<file path="src/rtl/pong_input_sched_if.sv">
`default_nettype none
// ============================================================================
//  Module      : pong_input_sched_if
//  Description : Bundle between the hps_io side and the pong input scheduler.
//                The master modport is the control source, and the slave
//                modport is the scheduler.
//  Revision    : 1.0  initial release
// ============================================================================
interface pong_input_sched_if;
    logic        vblank;
    logic [1:0]  mode_p1;
    logic [1:0]  mode_p2;
    logic [15:0] analog_p1;
    logic [15:0] analog_p2;
    logic [7:0]  paddle_p1;
    logic [7:0]  paddle_p2;
    logic        up_p1;
    logic        dn_p1;
    logic        up_p2;
    logic        dn_p2;
    logic        coin_req;
    logic [7:0]  paddle1_vpos;
    logic [7:0]  paddle2_vpos;
    logic        coin_sw;

    modport master (
        output vblank, mode_p1, mode_p2, analog_p1, analog_p2,
               paddle_p1, paddle_p2, up_p1, dn_p1, up_p2, dn_p2, coin_req,
        input  paddle1_vpos, paddle2_vpos, coin_sw
    );

    modport slave (
        input  vblank, mode_p1, mode_p2, analog_p1, analog_p2,
               paddle_p1, paddle_p2, up_p1, dn_p1, up_p2, dn_p2, coin_req,
        output paddle1_vpos, paddle2_vpos, coin_sw
    );
endinterface
`default_nettype wire

</file>
<file path="src/rtl/pong_input_sched.sv">
`default_nettype none
// ============================================================================
//  Module      : pong_input_sched
//  Description : Per-frame input scheduler. At VBLANK entry it walks P1, P2
//                and the coin stage. One shared slew-limited datapath serves
//                both paddles, and the coin switch pulse is counted in frames.
//  Revision    : 1.0  initial release
// ============================================================================
module pong_input_sched #(
    parameter int SLEW        = 8,
    parameter int DIG_STEP    = 4,
    parameter int COIN_FRAMES = 6
) (
    input  wire logic          clk_sys,
    input  wire logic          reset_n,
    pong_input_sched_if.slave  bus
);

    localparam logic [8:0] c_SLEW        = 9'(SLEW);
    localparam logic [7:0] c_DIG_STEP    = 8'(DIG_STEP);
    localparam logic [7:0] c_COIN_FRAMES = 8'(COIN_FRAMES);
    localparam logic [7:0] c_CENTER      = 8'h80;

    typedef enum logic [1:0] {
        IDLE   = 2'd0,
        S_P1   = 2'd1,
        S_P2   = 2'd2,
        S_COIN = 2'd3
    } state_t;

    state_t      r_state;
    state_t      w_next_state;

    logic        r_vblank_q;
    logic        r_coin_q;
    logic [7:0]  r_p1;
    logic [7:0]  r_p2;
    logic        r_coin_sw;
    logic [7:0]  r_coin_cnt;
    logic        r_coin_pend;

    logic        w_vb_edge;
    logic        w_coin_edge;
    logic        w_coin_accept;

    logic        w_sel_p2;
    logic [7:0]  w_cur;
    logic [1:0]  w_mode;
    logic [15:0] w_analog;
    logic [7:0]  w_paddle;
    logic        w_up;
    logic        w_dn;
    logic [7:0]  w_target;
    logic [8:0]  w_diff;
    logic [8:0]  w_abs;
    logic [7:0]  w_slewed;

    assign w_vb_edge   = bus.vblank & ~r_vblank_q;
    assign w_coin_edge = bus.coin_req & ~r_coin_q;

    // An edge arriving while a pulse is active or counting down is dropped.
    // An edge that lands in the same S_COIN cycle that starts the pulse
    // belongs to that pulse.
    assign w_coin_accept = w_coin_edge && (r_coin_cnt == 8'd0) && !r_coin_sw
                           && !((r_state == S_COIN) && r_coin_pend);

    // Delay registers for rising-edge detection on vblank and coin_req
    always_ff @(posedge clk_sys or negedge reset_n) begin
        if (!reset_n) begin
            r_vblank_q <= 1'b0;
            r_coin_q   <= 1'b0;
        end else begin
            r_vblank_q <= bus.vblank;
            r_coin_q   <= bus.coin_req;
        end
    end

    // State register
    always_ff @(posedge clk_sys or negedge reset_n) begin
        if (!reset_n) begin
            r_state <= IDLE;
        end else begin
            r_state <= w_next_state;
        end
    end

    // Next state: leave IDLE only on VBLANK entry, then walk the stages once.
    // A vblank edge seen outside IDLE is not queued.
    always_comb begin
        w_next_state = r_state;
        case (r_state)
            IDLE:    if (w_vb_edge) w_next_state = S_P1;
            S_P1:    w_next_state = S_P2;
            S_P2:    w_next_state = S_COIN;
            S_COIN:  w_next_state = IDLE;
            default: w_next_state = IDLE;
        endcase
    end

    // Shared operand mux: player 2 owns the datapath only in S_P2
    always_comb begin
        w_sel_p2 = (r_state == S_P2);
        w_cur    = w_sel_p2 ? r_p2          : r_p1;
        w_mode   = w_sel_p2 ? bus.mode_p2   : bus.mode_p1;
        w_analog = w_sel_p2 ? bus.analog_p2 : bus.analog_p1;
        w_paddle = w_sel_p2 ? bus.paddle_p2 : bus.paddle_p1;
        w_up     = w_sel_p2 ? bus.up_p2     : bus.up_p1;
        w_dn     = w_sel_p2 ? bus.dn_p2     : bus.dn_p1;
    end

    // Target selection: an analog source, or a digital step when exactly one
    // of up/dn is held
    always_comb begin
        w_target = w_paddle;
        case (w_mode)
            2'd0:    w_target = w_analog[15:8] + c_CENTER;
            2'd1:    w_target = w_analog[7:0]  + c_CENTER;
            2'd2:    w_target = w_analog[7:0]  ^ 8'h7F;
            default: w_target = w_paddle;
        endcase
        if (w_up && !w_dn) begin
            w_target = (w_cur < c_DIG_STEP) ? 8'h00 : (w_cur - c_DIG_STEP);
        end else if (w_dn && !w_up) begin
            w_target = (w_cur > (8'hFF - c_DIG_STEP)) ? 8'hFF : (w_cur + c_DIG_STEP);
        end
    end

    // Slew limiter. The signed 9-bit difference covers -255..255. A step of
    // SLEW is taken only when the target is farther away than SLEW, so the
    // result can never wrap.
    always_comb begin
        w_diff   = {1'b0, w_target} - {1'b0, w_cur};
        w_abs    = w_diff[8] ? (9'd0 - w_diff) : w_diff;
        w_slewed = w_target;
        if (w_abs > c_SLEW) begin
            w_slewed = w_diff[8] ? (w_cur - c_SLEW[7:0]) : (w_cur + c_SLEW[7:0]);
        end
    end

    // Paddle position registers: each one updates only in its own state
    always_ff @(posedge clk_sys or negedge reset_n) begin
        if (!reset_n) begin
            r_p1 <= c_CENTER;
            r_p2 <= c_CENTER;
        end else begin
            if (r_state == S_P1) r_p1 <= w_slewed;
            if (r_state == S_P2) r_p2 <= w_slewed;
        end
    end

    // Coin capture and frame-counted pulse: the pulse starts, counts down
    // and ends only in S_COIN
    always_ff @(posedge clk_sys or negedge reset_n) begin
        if (!reset_n) begin
            r_coin_sw   <= 1'b0;
            r_coin_cnt  <= 8'd0;
            r_coin_pend <= 1'b0;
        end else begin
            if (r_state == S_COIN) begin
                if (r_coin_pend) begin
                    r_coin_cnt  <= c_COIN_FRAMES;
                    r_coin_sw   <= 1'b1;
                    r_coin_pend <= 1'b0;
                end else if (r_coin_cnt > 8'd1) begin
                    r_coin_cnt <= r_coin_cnt - 8'd1;
                end else if (r_coin_cnt == 8'd1) begin
                    r_coin_cnt <= 8'd0;
                    r_coin_sw  <= 1'b0;
                end
            end
            if (w_coin_accept) r_coin_pend <= 1'b1;
        end
    end

    assign bus.paddle1_vpos = r_p1;
    assign bus.paddle2_vpos = r_p2;
    assign bus.coin_sw      = r_coin_sw;

endmodule
`default_nettype wire

</file>
<file path="src/flat_wrapper.sv">
// flat-port wrapper written by rule: the top's interface ports become plain ports
module pong_input_sched_flat 
#(
    parameter int SLEW        = 8,
    parameter int DIG_STEP    = 4,
    parameter int COIN_FRAMES = 6
)
  (clk_sys, reset_n, bus_vblank, bus_mode_p1, bus_mode_p2, bus_analog_p1, bus_analog_p2, bus_paddle_p1, bus_paddle_p2, bus_up_p1, bus_dn_p1, bus_up_p2, bus_dn_p2, bus_coin_req, bus_paddle1_vpos, bus_paddle2_vpos, bus_coin_sw);
  pong_input_sched_if bus_i ();
  input  wire logic clk_sys;
  input  wire logic reset_n;
  input wire logic [$bits(bus_i.vblank)-1:0] bus_vblank;
  input wire logic [$bits(bus_i.mode_p1)-1:0] bus_mode_p1;
  input wire logic [$bits(bus_i.mode_p2)-1:0] bus_mode_p2;
  input wire logic [$bits(bus_i.analog_p1)-1:0] bus_analog_p1;
  input wire logic [$bits(bus_i.analog_p2)-1:0] bus_analog_p2;
  input wire logic [$bits(bus_i.paddle_p1)-1:0] bus_paddle_p1;
  input wire logic [$bits(bus_i.paddle_p2)-1:0] bus_paddle_p2;
  input wire logic [$bits(bus_i.up_p1)-1:0] bus_up_p1;
  input wire logic [$bits(bus_i.dn_p1)-1:0] bus_dn_p1;
  input wire logic [$bits(bus_i.up_p2)-1:0] bus_up_p2;
  input wire logic [$bits(bus_i.dn_p2)-1:0] bus_dn_p2;
  input wire logic [$bits(bus_i.coin_req)-1:0] bus_coin_req;
  output wire logic [$bits(bus_i.paddle1_vpos)-1:0] bus_paddle1_vpos;
  output wire logic [$bits(bus_i.paddle2_vpos)-1:0] bus_paddle2_vpos;
  output wire logic [$bits(bus_i.coin_sw)-1:0] bus_coin_sw;
  assign bus_i.vblank = bus_vblank;
  assign bus_i.mode_p1 = bus_mode_p1;
  assign bus_i.mode_p2 = bus_mode_p2;
  assign bus_i.analog_p1 = bus_analog_p1;
  assign bus_i.analog_p2 = bus_analog_p2;
  assign bus_i.paddle_p1 = bus_paddle_p1;
  assign bus_i.paddle_p2 = bus_paddle_p2;
  assign bus_i.up_p1 = bus_up_p1;
  assign bus_i.dn_p1 = bus_dn_p1;
  assign bus_i.up_p2 = bus_up_p2;
  assign bus_i.dn_p2 = bus_dn_p2;
  assign bus_i.coin_req = bus_coin_req;
  assign bus_paddle1_vpos = bus_i.paddle1_vpos;
  assign bus_paddle2_vpos = bus_i.paddle2_vpos;
  assign bus_coin_sw = bus_i.coin_sw;
  pong_input_sched #(.SLEW(SLEW), .DIG_STEP(DIG_STEP), .COIN_FRAMES(COIN_FRAMES)) u_core (.clk_sys(clk_sys), .reset_n(reset_n), .bus(bus_i));
endmodule
</file>
<file path="config.mk">
export PLATFORM = sky130hd
export DESIGN_NAME = pong_input_sched_flat
export DESIGN_NICKNAME = d
export VERILOG_FILES = /design/src/rtl/pong_input_sched_if.sv /design/src/rtl/pong_input_sched.sv /design/src/flat_wrapper.sv
export SDC_FILE = /design/constraint.sdc
export NUM_CORES = 1
export LEC_CHECK = 0
export ABC_AREA = 1
export BUFFER_PORTS_ARGS = -buffer_cell sky130_fd_sc_hd__buf_2
export CAP_MARGIN = 15
export CORE_UTILIZATION = 61
export CTS_BUF_LIST = sky130_fd_sc_hd__clkbuf_8
export DETAILED_ROUTE_END_ITERATION = 6
export PLACE_DENSITY_LB_ADDON = 0.12
export SETUP_SLACK_MARGIN = 0.05
export SLEW_MARGIN = 10
export SYNTH_ARGS = -nofsm -noshare
export SYNTH_HDL_FRONTEND = slang
export SYNTH_SLANG_ARGS = --single-unit
</file>
<file path="constraint.sdc">
create_clock -name clk_sys -period 9.6 [get_ports clk_sys]
set_input_delay 0.48 -clock clk_sys [delete_from_list [all_inputs] [get_ports clk_sys]]
set_output_delay 0.48 -clock clk_sys [all_outputs]
set_load 0.005 [all_outputs]
</file>
==> impl_results.md, run 1 <==
- Post-synth cell types: 43
- Via count: ~3,700
- Drt total wl: around 9 mm
- Cts repair resizes: 0
- Crit-path max FO: around 50
- Met1 global-route usage: approximately 41%
- Crit path time final: about 6.0 ns
- Top Usage Layer GRT: met2
- Max Root-Sink Buffers: 2
- FF+latch area: 753.2 sq um
- Unrepaired setup endpoints after global routing: false
- Yosys warning count: 0
- Worst-Skew Late Latency: a little under 0.3 ns
- Worst r2r src: u_core.r_state[0]
- Worst-margin pin slew: slightly below 0.9 ns
- Status: complete, no violations
- Worst setup margin: 3.635 ns
- Post-Synthesis Cells: between 500 and 600
- Slew Viols, Final: 0
- CTS tree: done
- M3 GR Usage: roughly 3.2%
- CP startpoint kind: register
- Final setup vio count: 0
- Io pins: between 70 and 80
- All-Layer GR Usage: about a third
- DR pass1 iterations: 5
- Port buffer count: 76
- Fillcell total: 457
- Setup WS pre-CTS: roughly 3.8 ns
- Most frequent CP cell: nand2_1
- Clk Tree Root Cell: clkbuf_8
- Syn Nets: 610
- Global route overflow: 0
- Critical path class: reg2reg
- Crit share post-route: 62.13%
- Antenna violations before repair: 0
- Core area: between 0.005 and 0.006 sq mm
- Fraction of layout cells with a size suffix above 1: roughly a fifth
- Crit-path slowest cell: ha_2
- First-pass GRT wire length: 14.01 mm
- Worst EP arrival: 6.19 ns
- Nature of the critical path endpoint: register
- Setup Fix Bufs, Post-CTS: 0
- Synth Area per Inst: about 6.2 sq um
- Yosys reg bits: 30
- Setup TNS: 0 ns
- Die extent in y: ~75 um
- CTS Hold Bufs: 0
- Setup Skew: approximately 0.0047 ns
- Area Overhead vs Synth: 15.70%
- Die Span X: roughly 75 um
- MaxCap Viol Count: 0
- Reg2reg setup slack: around 3.6 ns
- Reg-to-reg endpoint: u_core.bus.paddle2_vpos[7]
- Final antenna-violating net count: 0
- Hold Crit Class: in2async
- Final Net Count: between 600 and 700
- H-tree level count: 2
- Initial Util: around 64%
- FF-to-FF path depth: 32
- Post-DP HPWL: ~7.0 mm
- Clk sinks: 30
- Multi-input logic area: approximately 0.0022 sq mm
- Grt met2 use: roughly 57%
- Die footprint: about 0.0057 sq mm
- Rows: 26
- Largest net degree at the start of global routing: between 50 and 60
- Sequential fraction of the synthesis area: around 23%
- Final Hold Violating Endpoints: 0
- Clock transition at path regs: approximately 0.07 ns
- Req. time, crit path: about 9.8 ns
- Bufs and invs on worst path: 8
- Fmax: 0.1677 GHz
- Vias in the first global route: about 3,200
- Inserted Diodes: 0
- Drt via density: roughly 5.4
- CP top delay family: compound AO/OA/AOI/OAI gates
- CP peak stage delay: slightly below 0.8 ns
- GPL Wtd Cong: around 0.95
- TritonCTS Buffers: 5
- Remaining DRCs: 0
- Cell Area, Synth: around 0.0033 sq mm
- Mean routed wirelength per cell: around 13 um
- DRT iter0 DRCs: between 200 and 250
- Max-slew headroom: roughly two fifths
## synthesized netlist by cell type, drive strengths merged
master / n / area (sq um)
buf: 3 / 26.27
a21oi: 20 / 122.6
nand2: 203 / 809.5
nor3: 1 / 5.000
o221ai: 1 / 8.760
or2: 4 / 25.02
clkinv: 1 / 3.750
xnor2: 2 / 17.52
mux2i: 2 / 20.02
o41ai: 1 / 8.760
ha: 18 / 225.2
clkbuf: 7 / 26.28
a22o: 1 / 8.760
inv: 72 / 270.3
nand3b: 5 / 50.05
xor2: 7 / 61.31
o21bai: 2 / 15.01
a32oi: 1 / 8.760
dfstp: 2 / 52.55
nand3: 42 / 227.7
o21a: 3 / 22.52
and3: 2 / 12.51
fa: 1 / 20.02
nor2: 46 / 205.2
dfrtp: 28 / 700.7
o22ai: 1 / 6.260
a22oi: 3 / 22.52
o21ai: 37 / 188.9
a31oi: 2 / 12.51
o211ai: 1 / 7.510
nand4: 12 / 75.07
## per-stage QoR
| step | std cells | util, % | cell area [sq um] | hold slack (ns) |
|---|---|---|---|---|
| final | 675 | 73.54 | 3780 | 0.2196 |
| after global routing | 675 | 73.54 | 3780 | 0.2688 |
| after CTS | 675 | 73.54 | 3780 | 0.2316 |
| after detailed placement | 667 | 71.69 | 3685 | 0.4801 |
| after global placement | 667 | 71.69 | 3685 | 0.4709 |
| after floorplan | 531 | - | 3267 | 0.1844 |
## routing by layer
metal | share of wire [%] | up-vias
met3 | 5.3 | 25
li1 | - | 1844
met1 | 42 | 1655
met2 | 50 | 127
met5 | 0 | -
met4 | 2.9 | 0
## final cells by class
type | instances | share of cell area (%)
Multi-Input combinational cell | 418 | 57.93
Clock buffer | 6 | 2.185
Timing Repair Buffer | 76 | 10.06
Sequential cell | 30 | 19.93
Tap cell | 70 | 2.317
Clock inverter | 2 | 0.3310
Inverter | 73 | 7.249
## worst max-delay path by stage
stage | startpoint | to | slack (ns) | cells after the start
after floorplan | u_core.r_state[0] | u_core.bus.paddle2_vpos[7] | 5.02 | 28
after global placement | u_core.r_state[0] | u_core.bus.paddle2_vpos[7] | 4.07 | 32
after detailed placement | u_core.r_state[0] | u_core.bus.paddle2_vpos[7] | 3.80 | 32
after CTS | u_core.r_state[0] | u_core.bus.paddle2_vpos[7] | 3.78 | 32
after global routing | u_core.r_state[0] | u_core.bus.paddle1_vpos[7] | 3.10 | 32
final | u_core.r_state[0] | u_core.bus.paddle2_vpos[7] | 3.64 | 32
## worst reg2reg max path: cells and delay by family, from the launching register on
| family | cells | cell delay (ns) |
|---|---|---|
| buffers and inverters | 8 | 1.03 |
| xor gates and xnor gates | 2 | 0.38 |
| AOI/OAI and AO/OA | 7 | 1.46 |
| DFF | 1 | 0.40 |
| and+or+nand+nor | 12 | 1.18 |
| adders and majority gates | 3 | 1.43 |
## cell usage in the layout, fill, tap and decap left out, types with 2 or more instances in the layout
cell      Yosys  final
mux2i_1       2      2
nor2_4        3      3
a21oi_4       2      2
ha_1         18     17
o21a_1        3      3
dfrtp_1      28     28
nor2_1       39     39
clkbuf_8      0      6
nand4_1      12     12
nand2_1     190    190
inv_1        65     65
dfstp_2       2      2
o21ai_0      35     35
and3_1        2      2
a31oi_1       2      2
nor2_2        4      4
inv_2         7      7
xor2_1        7      7
xnor2_1       2      2
o21bai_1      2      2
a22oi_1       3      3
nand3b_1      4      4
buf_2         0     76
nand2_2      10     10
nand3_1      40     40
or2_2         4      4
nand2_4       3      3
a21oi_1      18     18
## cells by family after synthesis
| kind of cell | Yosys count | synth area share (%) |
|---|---|---|
| multiplexers | 2 | 0.6128 |
| adder cells (fa/ha/maj) | 19 | 7.507 |
| AND/OR/NAND/NOR | 315 | 43.16 |
| XOR/XNOR | 9 | 2.413 |
| buffers and inverters | 83 | 9.996 |
| AO/OA/AOI/OAI | 73 | 13.25 |
| flip-flops | 30 | 23.06 |
## registers in the layout, summed over array words and instances, names as in the netlist
register / flops
u_core.r_state: 2
u_core.r_coin_cnt: 8
u_core.r_vblank_q: 1
u_core.bus.coin_sw: 1
u_core.r_coin_pend: 1
u_core.bus.paddle1_vpos: 8
u_core.r_coin_q: 1
u_core.bus.paddle2_vpos: 8
Power of run 1 is left out: the tool's default activity adds up to more than one toggle a clock period on the data nets, which glitch-free logic cannot reach.
==> run 2: changes to the inputs <==
--- a/config.mk
+++ b/config.mk
@@ -8,7 +8,7 @@
 export ABC_AREA = 1
 export BUFFER_PORTS_ARGS = -buffer_cell sky130_fd_sc_hd__buf_2
 export CAP_MARGIN = 15
-export CORE_UTILIZATION = 61
+export CORE_UTILIZATION = 51
 export CTS_BUF_LIST = sky130_fd_sc_hd__clkbuf_8
 export DETAILED_ROUTE_END_ITERATION = 6
 export PLACE_DENSITY_LB_ADDON = 0.12
==> constraint.sdc (replaced) <==
create_clock -name clk_sys -period 5.2 [get_ports clk_sys]
set_input_delay 0.26 -clock clk_sys [delete_from_list [all_inputs] [get_ports clk_sys]]
set_output_delay 0.26 -clock clk_sys [all_outputs]
set_load 0.005 [all_outputs]
==> run 2 against run 1 <==
Compared with the run above: the run now ends with design-rule violations left; sequential cell count stayed put; critical path depth decreased by 1; die area up 19%; utilization shrank 9.6 points; cell count grew 1.6%; setup slack worse by 3.2 ns; fmax up 26%; non-clock buffer count is 6 higher; cell area is 2.5% higher; critical endpoint is now u_core.bus.paddle1_vpos[7]; largest cell class unchanged.
==> impl_results.md, run 2 (synthesized netlist as in run 1, its figures left out) <==
- H-tree level count: 2 (unchanged)
- Die Span X: 82.04 um (+9.1%)
- Final setup vio count: 0 (unchanged)
- Hold Crit Class: in2async
- Slew Viols, Final: 0 (unchanged)
- CTS tree: done
- Setup TNS: 0 ns (unchanged)
- DR pass1 iterations: 7 (+2)
- Final Util: 63.93% (-9.6 points)
- Max-slew headroom: 55.39% (+14 points)
- Crit path time final: 4.733 ns (-1.232 ns)
- FF+latch area: 753.2 sq um (unchanged)
- Mean routed wirelength per cell: 12.90 um (-2.1%)
- Final Hold Violating Endpoints: 0 (unchanged)
- Vias in the first global route: 3,286 (+2.0%)
- Io pins: 77 (unchanged)
- Violated checks: design-rule violations
- Most frequent CP cell: inv_1
- Fin area: 0.003875 sq mm (+2.5%)
- First-pass GRT wire length: 14.21 mm (+1.4%)
- GPL Wtd Cong: 0.9255 (-2.2%)
- Req. time, crit path: 5.42 ns (-4.40 ns)
- MaxCap Viol Count: 0 (unchanged)
- CP peak stage delay: 0.40 ns (-0.38 ns)
- Max Root-Sink Buffers: 2 (unchanged)
- Antenna violations before repair: 0 (unchanged)
- Crit-path slowest cell: dfrtp_1
- Initial Util: 53.90% (-9.7 points)
- Final antenna-violating net count: 0 (unchanged)
- Die footprint: 0.006730 sq mm (+19%)
- Status: finished, violations left
- Clk Tree Root Cell: clkbuf_8
- Nature of the critical path endpoint: register
- Rows: 28 (+7.7%)
- Critical path class: reg2reg
- Final Net Count: 689 (+0.88%)
- Drt total wl: 8.849 mm (-0.52%)
- DRT iter0 DRCs: 203 (-15%)
- Drt via density: 5.359 (-0.93%)
- Unrepaired setup endpoints after global routing: false
- Most frequent cells in the layout: nand2_1 (190), buf_2 (76), inv_1 (67)
- All-Layer GR Usage: 27.24% (-5.5 points)
- Crit-path max FO: 25 (-51%)
- Remaining DRCs: 2 (+2)
- Largest net degree at the start of global routing: 50 (-3.8%)
- Multi-input logic area: 0.002206 sq mm (+0.74%)
- Commonest non-fill, non-tap cell in the layout: nand2_1
- Die extent in y: 82.04 um (+9.1%)
- Worst-Skew Late Latency: 0.28 ns (about the same)
- Via count: 3,676 (+0.68%)
- Fmax: 0.2113 GHz (+26%)
- Worst EP arrival: 4.95 ns (-1.24 ns)
- Setup Skew: 0.005325 ns (+0.0006326 ns)
- Fraction of layout cells with a size suffix above 1: 21.28% (+0.78 points)
- Port buffer count: 76 (unchanged)
- Clock transition at path regs: 0.06 ns (about the same)
- Crit share post-route: 91.01% (+29 points)
- CTS Hold Bufs: 0 (unchanged)
- Inserted Diodes: 0 (unchanged)
- TritonCTS Buffers: 5 (unchanged)
- Placed cell areas: 0.003719 sq mm (+0.92%)
- Area Overhead vs Synth: 18.61%
- Post-DP HPWL: 6.935 mm (-0.44%)
- CP startpoint kind: register
- Worst-margin pin slew: 0.6621 ns (-0.2158 ns)
- Clk sinks: 30 (unchanged)
- Core area: 0.006061 sq mm (+18%)
- Global route overflow: 0 (unchanged)
- Fillcell total: 577 (+26%)
[run 2: critical path: cells and delay by family (launching register included)]
kind / cells / cell delay (ns)
AO/OA/AOI/OAI: 8 / 1.45
AND/OR/NAND/NOR: 10 / 0.88
adder cells (fa/ha/maj): 3 / 0.84
buffers and inverters: 8 / 0.76
flip-flops: 1 / 0.40
XOR/XNOR: 2 / 0.35
[run 2: worst paths after layout]
check                                           start                         end  slack (ns)  depth (start not counted)
setup / recovery                    u_core.r_state[0]  u_core.bus.paddle1_vpos[7]        0.47                         31
hold / removal                                reset_n        u_core.r_coin_cnt[5]       0.004                          1
setup reg to reg                    u_core.r_state[0]  u_core.bus.paddle1_vpos[7]        0.47                         31
hold reg to reg            u_core.bus.paddle2_vpos[7]  u_core.bus.paddle2_vpos[7]        0.49                          2
max in group asynchronous                     reset_n           u_core.r_state[1]        4.77                          1
min in group clk_sys                       bus_vblank           u_core.r_vblank_q        0.10                          1
[run 2: timing repair]
| item | CTS | global route |
|---|---|---|
| gates resized for setup | 0 | 5 |
| buffers inserted | 0 | 3 |
| setup endpoints to repair | 0 | 2 |
[run 2: metal layers]
| metal | GRT usage (%) | vias up | wire, um |
|---|---|---|---|
| met1 | 33.40 | 1669 | 3899 |
| met2 | 49.92 | 125 | 4325 |
| met4 | 7.544 | 0 | 152 |
| met3 | 2.889 | 19 | 471 |
| li1 | - | 1863 | - |
| met5 | 0 | - | 0 |
[run 2: per-stage QoR]
step	hold WS (ns)	cells	setup slack [ns]
after floorplan	-0.03559	531	0.6220
after global placement	0.3188	674	0.4260
after detailed placement	0.3222	674	0.2831
after CTS	0.01359	682	0.2627
after global routing	0.06399	686	0.05057
final	0.003949	686	0.4672
[run 2: cell type report]
class	instances	share of cell area (%)
timing repair buffer	82	11.75
inverter	73	7.136
clock buffer	6	2.131
multi-input combinational	418	56.93
clock inverter	2	0.1937
tap	75	2.422
sequential	30	19.44
Power of run 2 is left out for the same reason.
==> run 3: changes to the inputs <==
--- a/config.mk
+++ b/config.mk
@@ -8,9 +8,11 @@
 export ABC_AREA = 1
 export BUFFER_PORTS_ARGS = -buffer_cell sky130_fd_sc_hd__buf_2
 export CAP_MARGIN = 15
+export CORE_ASPECT_RATIO = 0.75
 export CORE_UTILIZATION = 51
 export CTS_BUF_LIST = sky130_fd_sc_hd__clkbuf_8
 export DETAILED_ROUTE_END_ITERATION = 6
+export HOLD_SLACK_MARGIN = 0.03
 export PLACE_DENSITY_LB_ADDON = 0.12
 export SETUP_SLACK_MARGIN = 0.05
 export SLEW_MARGIN = 10
==> run 3 against run 2 <==
Compared with the run above: the run now ends clean; cell area shrank 0.90%; critical path depth shrank 4; die area is essentially flat; clock-buffer cell count is the same; hold slack gained 0.10 ns; non-clock buffer count shrank 1.
==> impl_results.md, run 3 (synthesized netlist as in run 1, its figures left out) <==
- Global route overflow: 0 (unchanged)
- Initial Util: 54.40% (+0.49 points)
- Worst-Skew Late Latency: 0.28 ns (about the same)
- Hold EP: u_core.r_coin_q
- CP startpoint: u_core.r_state[0]
- Final antenna-violating net count: 0 (unchanged)
- MaxCap Viol Count: 0 (unchanged)
- Fraction of layout cells with a size suffix above 1: 21.31% (+0.035 points)
- DR pass1 iterations: 5 (-2)
- Crit-path slowest cell: o41ai_1
- First-pass GRT wire length: 15.26 mm (+7.4%)
- Remaining DRCs: 0 (-2)
- Max Root-Sink Buffers: 2 (unchanged)
- Reg-to-reg endpoint: u_core.bus.paddle1_vpos[7]
- Nature of the critical path endpoint: register
- GPL Wtd Cong: 0.9030 (-2.4%)
- Area Overhead vs Synth: 17.54%
- Commonest non-fill, non-tap cell in the layout: nand2_1
- Bufs and invs on worst path: 7 (-1)
- H-tree level count: 2 (unchanged)
- CTS tree: done
- Clock transition at path regs: 0.06 ns (about the same)
- Critical path class: reg2reg
- Hold depth: 1
- Setup WS pre-CTS: 0.3666 ns (+0.08348 ns)
- Status: complete, no violations
- Io pins: 77 (unchanged)
- Die footprint: 0.006733 sq mm (about the same)
- Final Net Count: 688 (-0.15%)
- Max-slew headroom: 56.35% (+0.96 points)
- Final Util: 63.94% (about the same)
- Worst-margin pin slew: 0.6547 ns (-0.007390 ns)
- Setup TNS: 0 ns (unchanged)
- Worst r2r src: u_core.r_state[0]
- Worst setup margin: 0.4273 ns (-0.03998 ns)
- Die extent in y: 71.31 um (-13%)
- Setup Skew: 0.003912 ns (-0.001413 ns)
- Crit path time final: 4.773 ns (+0.03998 ns)
- Vias in the first global route: 3,412 (+3.8%)
- Die Span X: 94.42 um (+15%)
- Unrepaired setup endpoints after global routing: false
- CP peak stage delay: 0.45 ns (+0.05 ns)
- Antenna violations before repair: 0 (unchanged)
- Post-DP HPWL: 7.510 mm (+8.3%)
- Fillcell total: 609 (+5.5%)
- Mean routed wirelength per cell: 13.69 um (+6.1%)
- Hold wc startpoint: bus_coin_req
- Core area: 0.006006 sq mm (-0.91%)
- DRT iter0 DRCs: 293 (+44%)
- Crit-path max FO: 21 (-16%)
- Most frequent cells in the layout: nand2_1 (190), buf_2 (76), inv_1 (66)
- FF-to-FF path depth: 27 (-13%)
- Hold Crit Class: in2reg
- Req. time, crit path: 5.41 ns (about the same)
- Setup Fix Bufs, Post-CTS: 0 (unchanged)
- Placed cell areas: 0.003725 sq mm (+0.17%)
- Reg2reg setup slack: 0.43 ns (-0.04 ns)
- Worst EP arrival: 4.99 ns (+0.04 ns)
- Slew Viols, Final: 0 (unchanged)
- Final setup vio count: 0 (unchanged)
- Fin area: 0.003840 sq mm (-0.90%)
- Rows: 24 (-14%)
- Largest net degree at the start of global routing: 31 (-38%)
- Clk Tree Root Cell: clkbuf_8
- Fmax: 0.2095 GHz (-0.84%)
- TritonCTS Buffers: 5 (unchanged)
- All-Layer GR Usage: 28.57% (+1.3 points)
- Drt via density: 5.358 (about the same)
- Final Hold Violating Endpoints: 0 (unchanged)
- Drt total wl: 9.418 mm (+6.4%)
- CP startpoint kind: register
- CP top delay family: adder cells
- Crit share post-route: 91.78% (+0.77 points)
- Via count: 3,686 (+0.27%)
- Port buffer count: 76 (unchanged)
- Clk sinks: 30 (unchanged)
- Inserted Diodes: 0 (unchanged)
run 3: cell type report:
type                    count  area [sq um]  share of cell area, %
well taps                  78         97.59                  2.542
flip-flops and latches     30         753.2                  19.62
multi-input cells         418          2200                  57.28
repair buffers             81         424.2                  11.05
clock buffers               6         82.58                  2.151
inverters                  73         274.0                  7.136
clock inverters             2         8.758                 0.2281
run 3: worst max-delay path by stage:
stage	depth (start not counted)	endpoint	slack [ns]
3_3_place_gp	31	u_core.bus.paddle1_vpos[7]	0.58
2_1_floorplan	28	u_core.bus.paddle2_vpos[7]	0.62
4_1_cts	31	u_core.bus.paddle1_vpos[7]	0.34
5_1_grt	32	u_core.bus.paddle1_vpos[7]	0.07
3_5_place_dp	31	u_core.bus.paddle1_vpos[7]	0.37
6_report	27	u_core.bus.paddle1_vpos[7]	0.43
run 3: repair_timing:
| action | CTS | global route |
|---|---|---|
| hold endpoints to repair | 22 | 0 |
| resized for setup | 0 | 4 |
| hold buffers | 1 | 0 |
| endpoints found under the setup margin | 0 | 8 |
run 3: stage by stage:
stage               hold slack (ns)  cells
global placement             0.3242    679
floorplan                  -0.03559    531
CTS                         0.09290    688
global route                0.09609    688
finish                       0.1053    688
detailed placement           0.3295    679
run 3: worst register-to-register path, cell delays in order, from the launching register on:
cell      delay [ns]
dfrtp_1         0.37
inv_1           0.10
ha_2            0.21
inv_2           0.27
buf_4           0.31
nor2_1          0.07
o41ai_1         0.45
o221ai_1        0.16
o21ai_0         0.10
inv_1           0.08
ha_1            0.21
fa_1            0.43
nor2_1          0.15
nand3_2         0.11
nand2_4         0.12
a21oi_4         0.06
buf_4           0.18
ha_1            0.30
inv_1           0.05
o21bai_1        0.23
a21oi_1         0.13
xor2_1          0.18
xor2_1          0.16
inv_1           0.05
nand2_1         0.06
nand2_1         0.06
nand2_1         0.06
nand2_1         0.05
run 3: routing by layer:
metal  vias up  wire length [um]  GRT usage (%)
li1       1859                 -              -
met1      1663              4703          42.90
met2       158              3877          43.40
met3         6               798          4.777
met4         0                38          5.128
met5         -                 0              0
Power of run 3 is left out for the same reason.
